===== src/rtl/trace_fifo.sv =====
// Synchronous trace FIFO: unstallable producer, valid/ready consumer with first-word
// fall-through, selectable overflow policy, flush, occupancy/watermark and drop counter.
module trace_fifo #(
  parameter int ENTRY_WIDTH   = 32,
  parameter int DEPTH         = 8,
  parameter int OVERFLOW_MODE = 0,
  parameter int OVF_WIDTH     = 16
) (
  input  logic                     clk,
  input  logic                     rst,
  input  logic                     flush,
  input  logic                     in_valid,
  input  logic [ENTRY_WIDTH-1:0]   in_data,
  input  logic                     out_ready,
  output logic                     out_valid,
  output logic [ENTRY_WIDTH-1:0]   out_data,
  output logic [$clog2(DEPTH):0]   count,
  output logic                     full,
  output logic                     empty,
  output logic [$clog2(DEPTH):0]   max_count,
  output logic [OVF_WIDTH-1:0]     overflow_count
);

  localparam int PTR_W = $clog2(DEPTH);
  localparam int CNT_W = PTR_W + 1;
  localparam logic [PTR_W-1:0] PTR_ONE   = PTR_W'(1);
  localparam logic [CNT_W-1:0] CNT_ONE   = CNT_W'(1);
  localparam logic [CNT_W-1:0] CNT_DEPTH = CNT_W'(DEPTH);

  function automatic logic [OVF_WIDTH-1:0] sat_inc(input logic [OVF_WIDTH-1:0] val);
    logic [OVF_WIDTH-1:0] res;
    if (&val) begin
      res = val;
    end else begin
      res = val + OVF_WIDTH'(1);
    end
    return res;
  endfunction

  logic [ENTRY_WIDTH-1:0] mem_r [DEPTH];
  logic [PTR_W-1:0]       wr_ptr_r, rd_ptr_r, wr_ptr_nx_s, rd_ptr_nx_s;
  logic [CNT_W-1:0]       count_r, count_nx_s, max_count_r, max_count_nx_s;
  logic [OVF_WIDTH-1:0]   ovf_count_r, ovf_count_nx_s;
  logic                   we_s, push_s, pop_s, full_s, empty_s;

  assign full_s  = (count_r == CNT_DEPTH);
  assign empty_s = (count_r == {CNT_W{1'b0}});
  assign push_s  = in_valid;
  assign pop_s   = !empty_s && out_ready;

  // Next-state for pointers, occupancy, watermark and drop counter.
  always_comb begin
    wr_ptr_nx_s    = wr_ptr_r;
    rd_ptr_nx_s    = rd_ptr_r;
    count_nx_s     = count_r;
    ovf_count_nx_s = ovf_count_r;
    we_s           = 1'b0;
    if (flush) begin
      wr_ptr_nx_s = {PTR_W{1'b0}};
      rd_ptr_nx_s = {PTR_W{1'b0}};
      count_nx_s  = {CNT_W{1'b0}};
    end else if (push_s && pop_s) begin
      we_s        = 1'b1;
      wr_ptr_nx_s = wr_ptr_r + PTR_ONE;
      rd_ptr_nx_s = rd_ptr_r + PTR_ONE;
    end else if (push_s && !full_s) begin
      we_s        = 1'b1;
      wr_ptr_nx_s = wr_ptr_r + PTR_ONE;
      count_nx_s  = count_r + CNT_ONE;
    end else if (push_s) begin
      ovf_count_nx_s = sat_inc(ovf_count_r);
      // Overwrite mode: wr_ptr == rd_ptr when full, so the oldest slot is replaced.
      if (OVERFLOW_MODE == 1) begin
        we_s        = 1'b1;
        wr_ptr_nx_s = wr_ptr_r + PTR_ONE;
        rd_ptr_nx_s = rd_ptr_r + PTR_ONE;
      end else begin
        we_s = 1'b0;
      end
    end else if (pop_s) begin
      rd_ptr_nx_s = rd_ptr_r + PTR_ONE;
      count_nx_s  = count_r - CNT_ONE;
    end else begin
      we_s = 1'b0;
    end
    if (count_nx_s > max_count_r) begin
      max_count_nx_s = count_nx_s;
    end else begin
      max_count_nx_s = max_count_r;
    end
  end

  // Control state registers.
  always_ff @(posedge clk) begin
    if (rst) begin
      wr_ptr_r    <= {PTR_W{1'b0}};
      rd_ptr_r    <= {PTR_W{1'b0}};
      count_r     <= {CNT_W{1'b0}};
      max_count_r <= {CNT_W{1'b0}};
      ovf_count_r <= {OVF_WIDTH{1'b0}};
    end else begin
      wr_ptr_r    <= wr_ptr_nx_s;
      rd_ptr_r    <= rd_ptr_nx_s;
      count_r     <= count_nx_s;
      max_count_r <= max_count_nx_s;
      ovf_count_r <= ovf_count_nx_s;
    end
  end

  // Storage array; contents are deliberately not reset.
  always_ff @(posedge clk) begin
    if (we_s && !rst) begin
      mem_r[wr_ptr_r] <= in_data;
    end
  end

  assign out_valid      = !empty_s;
  assign out_data       = empty_s ? {ENTRY_WIDTH{1'b0}} : mem_r[rd_ptr_r];
  assign count          = count_r;
  assign full           = full_s;
  assign empty          = empty_s;
  assign max_count      = max_count_r;
  assign overflow_count = ovf_count_r;

endmodule

===== config.mk =====
export PLATFORM = sky130hd
export DESIGN_NAME = trace_fifo
export DESIGN_NICKNAME = d
export VERILOG_FILES = /design/src/rtl/trace_fifo.sv
export SDC_FILE = /design/constraint.sdc
export NUM_CORES = 1
export LEC_CHECK = 0
export ABC_CLOCK_PERIOD_IN_PS = 9700
export BUFFER_PORTS_ARGS = -buffer_cell sky130_fd_sc_hd__buf_2
export CAP_MARGIN = 20
export CORE_MARGIN = 3
export CORE_UTILIZATION = 64
export DETAILED_ROUTE_END_ITERATION = 7
export PLACE_DENSITY_LB_ADDON = 0.1
export SLEW_MARGIN = 20
export SYNTH_ARGS = -nofsm -noshare
export SYNTH_HDL_FRONTEND = slang
export SYNTH_SLANG_ARGS = --single-unit

===== constraint.sdc =====
create_clock -name clk -period 9.7 [get_ports clk]
set_input_delay 2.91 -clock clk [delete_from_list [all_inputs] [get_ports clk]]
set_output_delay 2.91 -clock clk [all_outputs]
set_load 0.05 [all_outputs]

==> results_dict.tcl, run 1 <==
set metrics [dict create \
    synth_xor_area_share_pct 1.22 \
    synth_edf_count 256 \
    netlist_area_sq_um 11500 \
    track_usage_pct 22.5 \
    cts_root_buf "clkbuf_16" \
    grt_pass1_wl_mm 34.2 \
    power_density_nw_per_um2 188 \
    start_util_pct 66.0 \
    status "complete, no violations" \
    layout.area.seq_sq_um 8350 \
    fin_crit_ns 6.05 \
    rows 48 \
    die_x_um 140 \
    dieHeight_um 140 \
    ant_nets 0 \
    whs_path_depth 2 \
    postRouteWirelength_mm 22.0 \
    setup_slack_ns 3.65 \
    synth_cells 614 \
    setup_viol 0 \
    fin_nets 771 \
    worstPathArrival_ns 3.14 \
    setup.worst_path.class "register to output port" \
    diodes 0 \
    path_clk_slew_ns 0.06 \
    syn_nets 660 \
    clkLatencyLatePin_ns 0.53 \
    cp-end-kind "output port" \
    cts_buffers 28 \
    htree_levels 1 \
    fin_worst_skew_ns 0.0171 \
    rr_worst_depth 12 \
    max_slew_margin_pct 38.9 \
    cp_max_fo 40 \
    ys_warn_count 0 \
    vias 5938 \
    hp-start "rd_ptr_r[1]" \
    r2r_end "max_count[3]" \
    ioPinCount 96 \
    hp-class "register to register" \
    synth_top_family_by_area "multiplexers" \
    max_freq_mhz 165 \
    grt_pass1_vias 6115 \
    multi_input_area_sq_um 3030 \
    coreArea_sq_um 17400 \
    tritoncts "done" \
    ctsHoldBuffers 0 \
    worst_slew_pin_slew_ns 0.917 \
    synth_fa_ha_area_share_pct 0.980 \
    antenna_found_initial 0 \
    cts_setup_buffers 0 \
    reg2reg_slack_ns 6.45 \
    avgSynthCellArea_sq_um 18.7 \
    slew_violations 0 \
    synth-simple-area-share_pct 6.35 \
    fillers 989 \
    synth_flop_cell "edfxtp_1" \
    ys_seq_elements 289 \
    drt_iter0_drc 436 \
    drive_above_1_share_pct 31.5 \
    die_area_sq_um 19600 \
    peakVddDrop_v 0.000172 \
    clock_sinks 289 \
    via_per_inst 6.12 \
    total_leakage_power_uw 0.00441 \
    hold_violations 0 \
    rsz0062_at_grt "false" \
    dr.pass1.iters 4 \
    maxCapViolCount 0 \
    drc_errors 0 \
    port_buffers 95 \
    place_ws_ns 4.13 \
    routedWlPerCell_um 22.7 \
    synth_mux_area_share_pct 15.9 \
    area_growth_pct 15.3 \
    ys_seq_area_share_pct 72.7 \
    overflow 0 \
    async_flop_share_pct 0 \
    final.setup.tns_ns 0 \
    finalWeightedCongestion 0.828 \
    reg2reg_from "count[0]" \
    clock_path_buffers 3 \
    dpl.hpwl_mm 12.5 \
    required_ns 6.79 \
    ctsResizeCount 0 \
    grt_max_degree 65 \
    synth_compound_area_share_pct 1.43 \
    yosysUniqueCellTypes 56 \
    cp-start-kind "register" \
    period_share_pct 62.4 \
]
==> stage by stage <==
stage               total power, uW  hold WS (ns)  instances  cell area (sq um)  utilization [%]
floorplan                      1470         0.454        614              11500                -
finish                         2490         0.478        971              13200             76.0
detailed placement             1520         0.479        917              12300             70.8
global placement               1510         0.455        914              12200             70.3
global route                   2560         0.519        971              13200             76.0
CTS                            2500         0.485        968              13200             75.6
==> cells in the mapped netlist, types with 2 or more instances <==
cell type	n	area [sq um]
inv_1	10	37.5
and4_1	2	17.5
clkbuf_1	12	45.0
a21oi_1	6	30.0
mux2i_1	36	360
nand3_1	6	30.0
a211oi_1	2	15.0
nand4_1	4	25.0
ha_1	9	113
o21ai_0	3	15.0
mux4_2	64	1440
o22ai_1	2	12.5
or3_1	4	25.0
nand4_2	2	25.0
nor2b_1	3	18.8
buf_1	6	22.5
and3_1	3	18.8
buf_2	8	40.0
xnor2_1	10	87.6
nand2b_1	5	31.3
edfxtp_1	256	7690
xor2_1	6	52.6
nor2_1	69	259
nor4b_2	2	30.0
or3b_1	2	17.5
and2_1	3	18.8
nand2_1	11	41.3
dfxtp_1	33	661
nor3_1	8	40.0
==> cell families (layout without fill, tap and decap cells) <==
family | count (synthesis) | after routing
multiplexers | 102 | 102
AO/OA/AOI/OAI | 24 | 24
flip-flops | 289 | 289
adder cells (fa/ha/maj) | 9 | 9
buffers and inverters | 38 | 170
AND/OR/NAND/NOR | 136 | 136
XOR/XNOR | 16 | 16
==> cell type report <==
class                   instances  area share [%]
multi-input cells             287            22.9
clock inverters                 9           0.283
well taps                     225            2.13
clock buffers                  42            6.15
flip-flops and latches        289            63.1
repair buffers                109            5.18
inverters                      10           0.283
==> worst max path at each step <==
stage             start  cells past startpoint           end  slack, ns
4_1_cts        register                      5  out_data[12]       3.56
2_1_floorplan     flush                      5   mem_r[0][0]       3.10
6_report       register                      5  out_data[12]       3.65
3_3_place_gp   register                      5  out_data[12]       4.17
5_1_grt        register                      5   out_data[1]       3.35
3_5_place_dp   register                      5  out_data[12]       4.13
==> state kept, by name, indices dropped and copies added, names as in the netlist, named ones only <==
register	count
rd_ptr_r	3
wr_ptr_r	3
count	4
overflow_count	16
max_count	4
mem_r	256
==> per-layer routing <==
| metal | routed length (um) | GRT usage (%) | share of wire, % |
|---|---|---|---|
| met1 | 9450 | 32.7 | 43 |
| met2 | 10900 | 37.4 | 50 |
| met3 | 1300 | 3.04 | 5.9 |
| met4 | 352 | 5.35 | 1.6 |
| met5 | 0 | 0 | 0 |
==> cell usage in the layout (no fill, tap or decap), types with 5 or more instances in the layout <==
cell	Yosys	final
mux2i_1	36	36
clkinv_1	0	7
nor2_1	69	63
nand2b_1	5	5
nand2_1	11	11
clkbuf_16	0	29
buf_4	1	8
nor3_1	8	6
xor2_1	6	6
xnor2_1	10	10
inv_1	10	10
dfxtp_1	33	30
ha_1	9	9
edfxtp_1	256	256
mux4_2	64	64
nor2_4	0	6
clkbuf_1	12	9
a21oi_1	6	6
nand3_1	6	6
buf_2	8	95
==> power by group <==
| group | switching, uW | total (uW) | internal, uW |
|---|---|---|---|
| clock network | 424 | 1000 | 575 |
| logic | 88.9 | 126 | 37.5 |
| registers | 5.13 | 1360 | 1360 |
| total | 518 | 2490 | 1970 |
==> critical path, cell delays in order, from the launching register on <==
cell	delay (ns)
dfxtp_4	0.67
buf_4	0.72
mux4_2	0.62
mux2i_1	0.23
nor2_1	0.09
buf_2	0.24
No activity file was read; power rests on OpenSTA's default activity.
==> inputs of run 2 (changes only) <==
Settings changed: ABC_AREA set to 1, ABC_CLOCK_PERIOD_IN_PS 9700 to 5900, CORE_UTILIZATION 64 to 59.
Clock period 9.7 ns to 5.9 ns, I/O delays scaled along.
==> results_dict.tcl, run 2 <==
set metrics [dict create \
    cp_cell_sequence "inv_1 > ha_1 > nand2_1 > buf_4 > o21ai_0 > nor2_1 > buf_2" \
    slew_violations 0 \
    cp-start-kind "register" \
    synth_fa_ha_area_share_pct 0.955 \
    cts_setup_buffers 0 \
    coreArea_sq_um 19500 \
    largest_reg_flops 256 \
    rsz0062_at_grt "false" \
    synth_top_family_by_area "simple AND/OR/NAND/NOR gates" \
    track_usage_pct 22.6 \
    ys_seq_area_share_pct 70.8 \
    synthTopCellsByCount "nor2_1, edfxtp_1, o21ai_0" \
    fin_crit_ns 4.74 \
    rows 51 \
    mostFrequentLayoutCells "nor2_1, edfxtp_1, o21ai_0" \
    ctsResizeCount 0 \
    area_growth_pct 14.6 \
    placedCellCount 1329 \
    status "complete, no violations" \
    postRouteWirelength_mm 24.9 \
    cp-end-kind "output port" \
    setup_viol 0 \
    synth_edf_count 256 \
    path_clk_slew_ns 0.06 \
    dpl.hpwl_mm 14.2 \
    dr.pass1.iters 5 \
    finalWeightedCongestion 0.856 \
    hold_end "rd_ptr_r[0]" \
    drc_errors 0 \
    grt_pass1_vias 7479 \
    max_freq_mhz 211 \
    yosys.area.top_type "edfxtp_1" \
    htree_levels 1 \
    setup.worst_path.class "register to output port" \
    syn_nets 1056 \
    worstPathArrival_ns 2.97 \
    yosysUniqueCellTypes 27 \
    synth_xor_area_share_pct 0.520 \
    r2r_end "mem_r[3][24]" \
    port_buffers 95 \
    cts_root_buf "clkbuf_16" \
    met3_length_mm 1.73 \
    worst_slew_pin_slew_ns 1.11 \
    whs_path_depth 1 \
    max_slew_margin_pct 25.8 \
    rr_worst_depth 10 \
    hp-start "rd_ptr_r[0]" \
    synth_mux_area_share_pct 0 \
    vias 7894 \
    slowest_stage "nand2_1" \
    synth_most_common_cell "nor2_1" \
    drt_iter0_drc 573 \
    ys_warn_count 0 \
    async_flop_share_pct 0 \
    total_leakage_power_uw 0.00482 \
    maxCapViolCount 0 \
    hp-class "register to register" \
    avgSynthCellArea_sq_um 11.7 \
    clkLatencyLatePin_ns 0.54 \
    tritoncts "done" \
    final.setup.tns_ns 0 \
    grt_max_degree 114 \
    ctsHoldBuffers 0 \
    required_ns 4.13 \
    reg2reg_slack_ns 2.31 \
    fin_worst_skew_ns 0.0174 \
    fin_cells 1383 \
    die_area_sq_um 21700 \
    fin_nets 1142 \
    ioPinCount 96 \
    final_common_cell "nor2_1" \
    synth-simple-area-share_pct 13.5 \
    clock_sinks 289 \
    routed.top_layer "met5" \
    synth_cells 1010 \
    grt_pass1_wl_mm 39.4 \
    start_util_pct 60.4 \
    diodes 0 \
    met2_length_mm 11.8 \
    yosys-top-cells-area "edfxtp_1, nor2_1, dfxtp_1, o32ai_1, o21ai_0" \
    largest_register "mem_r" \
    ys_seq_elements 289 \
    ant_nets 0 \
    hold_violations 0 \
    peakVddDrop_v 0.000275 \
    cp_max_fo 22 \
    cpPeakStageDelay_ns 0.81 \
    dieHeight_um 147 \
    routedWlPerCell_um 18.0 \
    overflow 0 \
    reg2reg_from "count[0]" \
    antenna_found_initial 1 \
    netlist_area_sq_um 11800 \
    synth_flop_cell "edfxtp_1" \
    cts_buffers 28 \
    drive_above_1_share_pct 15.3 \
    synth_compound_area_share_pct 10.6 \
    period_share_pct 80.3 \
    die_x_um 147 \
    power_density_nw_per_um2 328 \
    netlist.area_leader.share_pct 65.2 \
    via_per_inst 5.71 \
    clock_path_buffers 3 \
    wl_met1_mm 11.1 \
]
==> run 2: cell count changes after synthesis, moves of 36 or more <==
cell	previous run	this run
nand2_1	11	71
o32ai_1	1	64
mux4_2	64	0
nor2_1	69	289
mux2i_1	36	0
o21ai_0	3	108
==> run 2: worst max path at each step <==
stage	from	end	slack, ns	cells past startpoint
after floorplan	rst	mem_r[6][0]	0.85	6
after global placement	rst	mem_r[7][18]	1.74	6
after detailed placement	register	out_data[14]	1.70	6
after CTS	register	out_data[14]	1.12	6
after global routing	count[0]	out_data[18]	1.02	7
final	count[0]	out_data[21]	1.16	7
==> run 2: cells by family after synthesis <==
kind of cell / Yosys count
adder cells (fa/ha/maj): 9
AO/OA/AOI/OAI: 202
flip-flops: 289
buffers and inverters: 101
AND/OR/NAND/NOR: 402
XOR/XNOR: 7
==> run 2: area by class of cell <==
cell class                 count  area, sq um
sequential                   289         8360
fill                        1442         6010
multi-input combinational    620         3070
clock buffer                  36          731
timing repair buffer         113          679
tap                          265          332
clock inverter                16          183
inverter                      44          169
==> run 2: layer usage <==
| layer | vias up | global-route usage, % |
|---|---|---|
| li1 | 3795 | - |
| met2 | 254 | 36.5 |
| met4 | 2 | 5.96 |
| met3 | 33 | 3.77 |
| met1 | 3810 | 32.5 |
| met5 | - | 0 |
==> run 2: stage by stage <==
| stage | setup WS, ns | area [sq um] | hold slack, ns | power [uW] | util [%] |
|---|---|---|---|---|---|
| 2_1_floorplan | 0.850 | 11800 | 0.448 | 2600 | - |
| 3_3_place_gp | 1.74 | 12500 | 0.467 | 2710 | 64.0 |
| 3_5_place_dp | 1.70 | 12500 | 0.468 | 2720 | 64.2 |
| 4_1_cts | 1.12 | 13500 | 0.481 | 4460 | 68.9 |
| 5_1_grt | 1.02 | 13500 | 0.513 | 4590 | 69.2 |
| 6_report | 1.16 | 13500 | 0.483 | 4430 | 69.2 |
==> run 2: where the power goes <==
| group | switching, uW | leakage [uW] | total (uW) | internal [uW] |
|---|---|---|---|---|
| combinational | 305 | 0.00180 | 404 | 99.1 |
| clock | 713 | 0.000445 | 1760 | 1050 |
| sequential | 15.7 | 0.00258 | 2270 | 2250 |
==> run 2: critical path, delay by kind of cell, from the launching register on <==
family                     cells  cell delay (ns)
AOI/OAI and AO/OA              1             0.11
adders and majority gates      1             0.24
and+or+nand+nor                2             0.95
buffers and inverters          3             0.76
DFF                            1             0.36
